## config.mk

```make
export PLATFORM = sky130hd
export DESIGN_NAME = serial_adder_ctrl
export DESIGN_NICKNAME = d
export VERILOG_FILES = /design/src/rtl/serial_adder_ctrl.sv
export SDC_FILE = /design/constraint.sdc
export NUM_CORES = 1
export LEC_CHECK = 0
export CORE_AREA = 2 2 59 61
export DETAILED_ROUTE_END_ITERATION = 7
export DIE_AREA = 0 0 61 63
export PLACE_DENSITY = 0.77
export SYNTH_ARGS = -nofsm -noshare
export SYNTH_HDL_FRONTEND = slang
export SYNTH_SLANG_ARGS = --single-unit
```

## constraint.sdc

```tcl
create_clock -name clk -period 3.15 [get_ports clk]
set_input_delay 0.63 -clock clk [delete_from_list [all_inputs] [get_ports clk]]
set_output_delay 0.63 -clock clk [all_outputs]
set_load 0.01 [all_outputs]
```

## src/rtl/serial_adder_ctrl.sv

```systemverilog
// -----------------------------------------------------------------------------
// serial_adder_ctrl
//
// Bit-serial adder controller. A single 1-bit full-adder cell is reused over
// WIDTH clock cycles to add two WIDTH-bit operands, least significant bit
// first. Operands are captured into shift registers on an accepted start.
// The carry is held in a flop between bits. Sum bits are shifted in at the
// top of the result register, so after WIDTH bits the LSB sits at bit 0.
//
// Ports:
//   clk    in   1      clock, rising edge
//   rst    in   1      asynchronous active-high reset
//   start  in   1      request, sampled only while ready=1
//   ready  out  1      high in IDLE only
//   a      in   WIDTH  operand A, captured on the accepted start
//   b      in   WIDTH  operand B, captured on the accepted start
//   cin    in   1      carry-in, captured on the accepted start
//   sub    in   1      (only with SERIAL_ADDER_SUB_EN) 1 = compute a-b
//   busy   out  1      high while bits are being processed
//   done   out  1      high while the result is valid
//   ack    in   1      consumer acknowledge, sampled only while done=1
//   sum    out  WIDTH  result, valid while done=1
//   cout   out  1      final carry-out (no-borrow flag when subtracting)
//
// Optional build macro: SERIAL_ADDER_SUB_EN adds the sub port. Subtraction
// is a + ~b + 1.
// -----------------------------------------------------------------------------
module serial_adder_ctrl #(
  parameter int WIDTH = 8,
  parameter int CNT_W = $clog2(WIDTH) + 1
) (
  input  logic             clk,
  input  logic             rst,
  input  logic             start,
  output logic             ready,
  input  logic [WIDTH-1:0] a,
  input  logic [WIDTH-1:0] b,
  input  logic             cin,
`ifdef SERIAL_ADDER_SUB_EN
  input  logic             sub,
`endif
  output logic             busy,
  output logic             done,
  input  logic             ack,
  output logic [WIDTH-1:0] sum,
  output logic             cout
);

  typedef enum logic [1:0] {
    ST_IDLE = 2'd0,
    ST_RUN  = 2'd1,
    ST_DONE = 2'd2
  } state_t;

  localparam logic [CNT_W-1:0] LAST_CNT = CNT_W'(WIDTH - 1);

  state_t           state_q;
  logic             ready_q;
  logic             busy_q;
  logic             done_q;
  logic [CNT_W-1:0] cnt_q;
  logic [WIDTH-1:0] a_sh_q;
  logic [WIDTH-1:0] b_sh_q;
  logic [WIDTH-1:0] s_sh_q;
  logic             c_q;

  // Full-adder cell outputs for the bit currently at the bottom of the shifters.
  logic             sum_bit_d;
  logic             carry_d;

  // Values loaded into the B shifter and carry flop on an accepted start.
  logic [WIDTH-1:0] b_load_d;
  logic             c_load_d;

  always_comb begin
    sum_bit_d = a_sh_q[0] ^ b_sh_q[0] ^ c_q;
    carry_d   = (a_sh_q[0] & b_sh_q[0]) | (a_sh_q[0] & c_q) | (b_sh_q[0] & c_q);
  end

`ifdef SERIAL_ADDER_SUB_EN
  // Two's-complement subtraction: invert B and force the carry-in to 1.
  always_comb begin
    b_load_d = sub ? ~b : b;
    c_load_d = sub ? 1'b1 : cin;
  end
`else
  always_comb begin
    b_load_d = b;
    c_load_d = cin;
  end
`endif

  // Control and datapath live in one block. ready/busy/done are flops that
  // track the state one-hot, so the handshake outputs never glitch.
  always_ff @(posedge clk or posedge rst) begin
    if (rst) begin
      state_q <= ST_IDLE;
      ready_q <= 1'b1;
      busy_q  <= 1'b0;
      done_q  <= 1'b0;
      cnt_q   <= '0;
      a_sh_q  <= '0;
      b_sh_q  <= '0;
      s_sh_q  <= '0;
      c_q     <= 1'b0;
    end else begin
      case (state_q)
        ST_IDLE: begin
          if (start) begin
            a_sh_q  <= a;
            b_sh_q  <= b_load_d;
            c_q     <= c_load_d;
            cnt_q   <= '0;
            state_q <= ST_RUN;
            ready_q <= 1'b0;
            busy_q  <= 1'b1;
          end
        end
        ST_RUN: begin
          s_sh_q <= {sum_bit_d, s_sh_q[WIDTH-1:1]};
          a_sh_q <= {1'b0, a_sh_q[WIDTH-1:1]};
          b_sh_q <= {1'b0, b_sh_q[WIDTH-1:1]};
          c_q    <= carry_d;
          cnt_q  <= cnt_q + CNT_W'(1);
          if (cnt_q == LAST_CNT) begin
            state_q <= ST_DONE;
            busy_q  <= 1'b0;
            done_q  <= 1'b1;
          end
        end
        ST_DONE: begin
          // Result registers are left untouched so sum/cout persist into IDLE.
          if (ack) begin
            state_q <= ST_IDLE;
            done_q  <= 1'b0;
            ready_q <= 1'b1;
          end
        end
        default: begin
          state_q <= ST_IDLE;
          ready_q <= 1'b1;
          busy_q  <= 1'b0;
          done_q  <= 1'b0;
        end
      endcase
    end
  end

  assign ready = ready_q;
  assign busy  = busy_q;
  assign done  = done_q;
  assign sum   = s_sh_q;
  assign cout  = c_q;

endmodule

```

# ---- Word level (Yosys, flattened, before mapping)
# Cells that the tools add are included.
dict set report totals {
  register_bits 34
  input_bits 21
  output_inout_bits 12
}
dict set report classes {
  addsub 1
  eq_ne 6
  n_mux 21
  bitwise 10
  n_reduce_logical 7
}
# cell count
set op_table {}
lappend op_table {{8-bit one-hot mux with 2 select lines} 2}
lappend op_table {{8-bit two-way mux} 2}
lappend op_table {{3-bit AND reduction} 4}
lappend op_table {{1-bit one-hot mux with 3 select lines} 3}
lappend op_table {{4-bit one-hot mux with 2 select lines} 1}
lappend op_table {{1-bit two-way mux} 7}
lappend op_table {{2-bit two-way mux} 3}
lappend op_table {{2-bit != test, second input constant} 3}
lappend op_table {{2-bit one-hot mux with 3 select lines} 1}
lappend op_table {{4-bit by 1-bit adder with 4-bit output, second input constant} 1}
lappend op_table {{4-bit by 3-bit equality test with 1-bit output, second input constant} 1}
lappend op_table {{4-bit two-way mux} 1}
lappend op_table {{1-bit AND} 3}
lappend op_table {{1-bit NOT} 3}
lappend op_table {{2-bit by 1-bit equality test with 1-bit output, second input constant} 1}
lappend op_table {{2-bit equality test, second input constant} 1}
lappend op_table {{2-bit logical NOT} 1}
lappend op_table {{1-bit bitwise OR} 2}
lappend op_table {{1-bit one-hot mux with 2 select lines} 1}
lappend op_table {{2-bit AND reduction} 1}
lappend op_table {{2-bit nonzero test} 1}
lappend op_table {{1-bit bitwise XOR} 2}

# ---- Longest topological paths before layout
# Gate-level depths: netlist of the first run.
dict set report logic_depth {
  depth_word 4
  ltp_mapped 6
}

# ---- Worst setup path before layout of the first run
# No wires, ideal clock.
dict set report synth_path {
  kind {input to register}
  start {input port start}
  end {register a_sh_q[0]}
  t_arrival_ns 1.200
  path_slack_ns 1.818
  cell_stages 5
  path_buffers 2
  path_cell_list {nor2b_2 buf_6 buf_8 a21oi_1 o21ai_1}
}
dict set report synth_via {
  elab_chain_len 2
}
# element line_no
set synth_lines {}
lappend synth_lines {{start: declaration} 34} ;# input logic start,
lappend synth_lines {{2-bit != test (no source line)} --}
lappend synth_lines {{2-bit AND reduction (no source line)} --}
lappend synth_lines {{end signal: assignment} 121} ;# a_sh_q <= {1'b0, a_sh_q[WIDTH-1:1]};
lappend synth_lines {{end: declaration} 62} ;# logic [WIDTH-1:0] a_sh_q;
# Every way passes these cells.
# A chain may end at the register's enable or synchronous reset.

# ---- Worst setup path in the final report of the first run
dict set report layout_path {
  start {register ready_q (netlist: ready)}
  end {output port ready}
}
# element line_no
set layout_lines {}
lappend layout_lines {{start: declaration} 58} ;# logic ready_q;
lappend layout_lines {{start signal: assignment} 98} ;# ready_q <= 1'b1;
lappend layout_lines {{start signal: assignment} 115} ;# ready_q <= 1'b0;
lappend layout_lines {{start signal: assignment} 136} ;# ready_q <= 1'b1;
lappend layout_lines {{end: declaration} 35} ;# output logic ready,
# No word-level cell between the ends.

==> results of run 1 <==
-- power by group through the flow --
| stage | logic (W) | registers, W | clock network, W |
|---|---|---|---|
| after detailed placement | 0.000691 | 0.000784 | 0 |
| after global routing | 0.000773 | 0.000804 | 0.000264 |
| after floorplan | 0.000476 | 0.000762 | 0 |
| after CTS | 0.000692 | 0.000776 | 0.000245 |
| after global placement | 0.000657 | 0.000771 | 0 |
| final | 0.000678 | 0.000775 | 0.000233 |
-- per-layer routing --
metal	GRT usage, %	up-vias
li1	-	658
met1	27.1	626
met2	32.8	34
met3	5.59	4
met4	7.34	0
met5	0	-
-- placed cells by master (no fill, tap or decap), types with 2 or more instances in the layout --
cell type	instances
buf_4	5
dfrtp_1	33
o21ai_1	9
inv_1	2
and2b_1	8
nand2_1	30
clkbuf_4	5
nor2_1	8
o21ai_0	10
nand3_1	2
clkdlybuf4s50_1	32
nor2b_1	10
a21oi_1	17
a22oi_1	15
a22o_1	2
-- flip-flops by register name (all words and copies together) (netlist names) --
name,cells
state_q,2
sum,8
done,1
b_sh_q,8
a_sh_q,8
busy,1
ready,1
cout,1
cnt_q,4
-- logic make-up after synthesis --
group,Yosys count,share of synthesized area (%)
and+or+nand+nor,62,18.4
muxes,1,0.672
buffers and inverters,15,6.50
DFF,34,50.9
AOI/OAI and AO/OA,58,21.7
adders and majority gates,2,1.94
-- path summary, 6_finish.rpt --
kind / end / slack (ps)
worst max-delay path: ready / 1120
worst min-delay path: sum[0] / 490
worst max register to register: a_sh_q[3] / 1310
worst min register to register: sum[0] / 490
max in group asynchronous: ready / 2140
min in group asynchronous: sum[5] / 680
-- synthesized netlist by cell type (2+ instances only) --
library cell / n
a21oi_1: 17
a22o_1: 2
nor2_1: 8
dfrtp_1: 33
inv_1: 2
a22oi_1: 15
o21ai_0: 10
nand2_1: 30
buf_6: 5
clkbuf_1: 4
and2b_1: 8
nand3_1: 2
buf_2: 2
nor2b_1: 10
o21ai_1: 9
-- through the flow --
step                hold slack (ps)  instance area (µm²)  power (W)  setup slack [ps]  util, %
floorplan                       466                 1680    0.00124              1770        -
global placement                458                 1990    0.00143               834     61.6
detailed placement              474                 1990    0.00148               770     61.6
CTS                             497                 2040    0.00171              1090     63.1
global route                    521                 2040    0.00184               979     63.1
finish                          494                 2040    0.00169              1120     63.1
-- area by class of cell --
| cell class | instances | area, µm² |
|---|---|---|
| fillers | 280 | 1190 |
| flip-flops and latches | 34 | 852 |
| multi-input cells | 123 | 714 |
| repair buffers | 37 | 358 |
| well taps | 46 | 57.6 |
| clock buffers | 6 | 51.3 |
| inverters | 2 | 7.51 |
-- tightest hold or removal path, cell delays in order, from the launching register on --
cell and delay, ps:
dfrtp_1 360, nand2_1 60, nand2_1 60
==> metrics.cfg, run 1 <==
[pwr]
clockPowerShare_pct = 13.8
power_density_nw_per_um2 = 826
power.switching_w = 0.000616
netSwitchingFraction_pct = 36.5
p_seq_share_pct = 45.9
p_leak_nw = 0.920
power_frac_comb_pct = 40.2
peakVddDrop_v = 0.000280
p_int_w = 0.00107

[synthesis]
synth_top_area_share_pct = 49.3
async_flop_share_pct = 100
syn_avg_cell_area_um2 = 9.74
yosys-top-cells-area = dfrtp_1 49%, a22oi_1 6.7%, nand2_1 6.7%
netlist_area_um2 = 1680
synth_top_area_cell = dfrtp_1
yosys_most_used_dff = dfrtp_1
syn_inst = 172
synth_nets = 195
seq_area_frac_synth_pct = 50.9
ys_types = 30
synth_warnings = 0
synth_edf_count = 0
synth_seq_cells = 34

[detailed_routing]
drt_iter0_drc = 92
met1_length_um = 1480
routed-wl-met2_um = 1670
wl_met3_um = 134
top_layer = met4
dr_total_vias = 1322
detailedRoute.firstPassIterationCount = 5
via_per_inst = 5.33
drc = 0
detail-route-antenna-nets = 0
wl_per_cell_um = 13.5
drt-total-wl_um = 3340

[setup_path]
worstPathCellList = clkdlybuf4s50_1
cp.depth = 1
critPathMaxFanout = 3
setup.worst_path.class = register to output pin
cp_top_family = flip-flops
startpoint_type = register
required_ps = 2520
ff2ff_path_depth = 3
end_kind = output pin
r2r-start = state_q[1]
cp_slowest_stage_delay_ps = 550
crit_slowest_cell = dfstp_2
crit_start = ready
critical_path_arrival_ps = 1400
critPathBufInv = 1

[worst_hold_path]
min-delay-start = sum[0]
worstHoldPathCells = 2
hold_path_class = register to register

[clock_tree]
cts_setup_buffers = 0
h-tree-depth = 2
clk_path_buf_depth = 2
ctsResizeCount = 0
cts_buffers = 5
cts.sinks = 34
cts_tree = done
ctsHoldBuffers = 0
clock_latency_ps = 320
cts.reportedPaths.clkPinSlew_ps = 90
clockRootBuffer = clkbuf_4

[timing]
max_freq_mhz = 492
drv_slew = 0
hold_viol_final = 0
setup_viol = 0
timing.slew.headroom_pct = 44.7
tightest_slew_ps = 830
fin_crit_sh_pct = 64.5
period_needed_ps = 2030
rsz0062_at_grt = no
fin_skew_ps = 2.23
finalSetupTns_ps = 0

[final_layout]
fin_nets = 226
final_cells = 248
antenna_cells = 0
area_growth_pct = 21.8
drive_gt1_share_pct = 7.92

[grt]
grt_pass1_wl_um = 5910
grt_usage_pct = 20.8
grt_overflow = 0
grt_max_degree = 35
antenna_found_initial = 0
grt_pass1_vias = 1311

[die]
dieArea_um2 = 3840
die_w_um = 61
die_height_um = 63
initial_core_util_pct = 51.8
num_rows = 21
core_area_um2 = 3230
ios = 33

[placement]
place_hpwl_um = 2290
place.gp.congestion = 0.738
io_buffers = 32
dpl.cell_count = 242

[outcome]
status = finished clean

[flow_run]
max_cap_viol_count = 0

Power figures use the tool's default switching activity.
==> run 2: changes to the inputs <==
CORE_AREA = 2 2 64 66   (was 2 2 59 61)
DIE_AREA = 0 0 66 68   (was 0 0 61 63)
PLACE_DENSITY = 0.69   (was 0.77)
clock period = 1.73 ns   (was 3.15 ns; I/O delays follow)
==> run 2 against run 1 <==
Hold slack got worse by 90 ps; via count increased by 2.6%; first-iteration DRC count decreased by 13%; sequential power increased by 78%; combinational power increased by 92%; critical path depth unchanged; largest power group unchanged; routed wire length increased by 3.4%; power increased by 100%; count of clock-buffer cells in the layout decreased by 1; final cell count increased by 3.6%; flip-flop and latch count unchanged; non-clock buffer count increased by 3.
==> metrics.cfg, run 2 (same netlist as run 1, synthesis figures left out) <==
[outcome]
status = finished clean

[pwr]
p_leak_nw = 0.986  ; +7.2%
finalPower_w = 0.00339  ; +100%
clockPowerShare_pct = 21.0  ; +7.2 points
peakVddDrop_v = 0.000692  ; +150%
power.switching_w = 0.00117  ; +90%
netSwitchingFraction_pct = 34.5  ; -2.0 points
power_density_nw_per_um2 = 1580  ; +91%
p_seq_share_pct = 40.7  ; -5.2 points
power_frac_comb_pct = 38.3  ; -1.9 points
p_int_w = 0.00222  ; +110%

[setup_path]
cp_slowest_stage_delay_ps = 560  ; about the same
cp_top_family = buffers and inverters
crit_slowest_cell = clkdlybuf4s50_1
crit_start = cout
end_kind = output pin
worstPathCellList = clkdlybuf4s50_1
critPathBufInv = 1  ; unchanged
critPathMaxFanout = 4  ; +1
r2r_slack_ps = 400  ; -910 ps
critical_path_arrival_ps = 1260  ; -140 ps
r2r-start = state_q[1]
required_ps = 1380  ; -1140 ps
startpoint_type = register
setup.worst_path.class = register to output pin

[timing]
timing.slew.headroom_pct = 75.4  ; +31 points
hold_viol_final = 0  ; unchanged
drv_slew = 0  ; unchanged
period_needed_ps = 1610
setup_viol = 0  ; unchanged
finalSetupTns_ps = 0  ; unchanged
fin_hold_ws_ps = 404  ; -90.4 ps
fin_skew_ps = 6.35  ; +4.13 ps
tightest_slew_ps = 369  ; -461 ps
max_freq_mhz = 621
fin_crit_sh_pct = 93.1
rsz0062_at_grt = no

[final_layout]
area_growth_pct = 28.5
final_cell_mix = 33 x dfrtp_1, 31 x clkdlybuf4s50_1, 30 x nand2_1
drive_gt1_share_pct = 10.1  ; +2.2 points
fin_nets = 229  ; +1.3%
antenna_cells = 0  ; unchanged
final_cells = 257  ; +3.6%
mostFrequentLayoutCell = dfrtp_1

[clock_tree]
cts.reportedPaths.clkPinSlew_ps = 70  ; -20 ps
clockRootBuffer = clkbuf_8
ctsHoldBuffers = 0  ; unchanged
cts_tree = done
clk_path_buf_depth = 2  ; unchanged
cts_setup_buffers = 0  ; unchanged
cts.sinks = 34  ; unchanged
ctsResizeCount = 0  ; unchanged
clock_latency_ps = 290  ; -30 ps
cts_buffers = 5  ; unchanged
h-tree-depth = 2  ; unchanged

[die]
die_height_um = 68  ; +7.9%
die_w_um = 66  ; +8.2%
dieArea_um2 = 4490  ; +17%
initial_core_util_pct = 43.4  ; -8.4 points
core_area_um2 = 3860  ; +19%
num_rows = 23  ; +9.5%
ios = 33  ; unchanged

[grt]
antenna_found_initial = 0  ; unchanged
grt_usage_pct = 18.5  ; -2.3 points
grt_overflow = 0  ; unchanged
grt_pass1_vias = 1421  ; +8.4%
grt_pass1_wl_um = 6110  ; +3.4%
grt_max_degree = 35  ; unchanged

[detailed_routing]
detail-route-antenna-nets = 0  ; unchanged
detailedRoute.firstPassIterationCount = 5  ; unchanged
via_per_inst = 5.28  ; -1.0%
drt-total-wl_um = 3450  ; +3.4%
drt_iter0_drc = 80  ; -13%
drc = 0  ; unchanged
wl_per_cell_um = 13.4  ; -0.26%
dr_total_vias = 1356  ; +2.6%

[placement]
io_buffers = 32  ; unchanged
place.gp.congestion = 0.714  ; -3.2%
dpl.cell_count = 249  ; +2.9%
place_hpwl_um = 2400  ; +4.5%

[flow_run]
max_cap_viol_count = 0  ; unchanged

[worst_hold_path]
hold_path_class = input port to asynchronous set/reset pin

-- run 2: final timing paths --
path / end / depth (start not counted)
worst max-delay path: cout / 1
worst min-delay path: sum[4] / 3
worst max register to register: b_sh_q[7] / 5
worst min register to register: sum[0] / 2
max in group asynchronous: ready / 3
min in group clk: sum[0] / 2
-- run 2: per-stage QoR --
| stage | cell area [µm²] | setup slack, ps | util (%) |
|---|---|---|---|
| 2_1_floorplan | 1680 | 529 | - |
| 3_3_place_gp | 2040 | 158 | 53.0 |
| 3_5_place_dp | 2040 | 47.8 | 53.0 |
| 4_1_cts | 2150 | 7.80 | 55.8 |
| 5_1_grt | 2150 | 52.4 | 55.8 |
| 6_report | 2150 | 120 | 55.8 |
-- run 2: power groups by stage --
stage	clock network, W	logic (W)	registers (W)
global route	0.000777	0.00148	0.00143
global placement	0	0.00126	0.00137
floorplan	0	0.000866	0.00139
CTS	0.000733	0.00132	0.00139
finish	0.000713	0.00130	0.00138
detailed placement	0	0.00132	0.00140
-- run 2: routing by layer --
| layer | vias to the layer above | track usage, % | share of wire, % |
|---|---|---|---|
| met4 | 0 | 12.2 | 2.8 |
| li1 | 656 | - | - |
| met1 | 661 | 19.5 | 41 |
| met3 | 7 | 4.11 | 4.6 |
| met2 | 32 | 33.3 | 51 |
| met5 | - | 0 | 0 |
-- run 2: final cells by class --
cell class              count  area [µm²]
inverters                   2        7.51
flip-flops and latches     34         852
fillers                   354        1700
clock buffers               5        68.8
multi-input cells         123         714
well taps                  50        62.6
repair buffers             40         408
clock inverters             3        40.0
-- run 2: worst reg2reg max path, cell delays in order, from the launching register on --
cell     delay, ps
dfrtp_1        470
buf_4          210
nor2b_2        160
buf_12         170
a21oi_1         70
o21ai_0        170
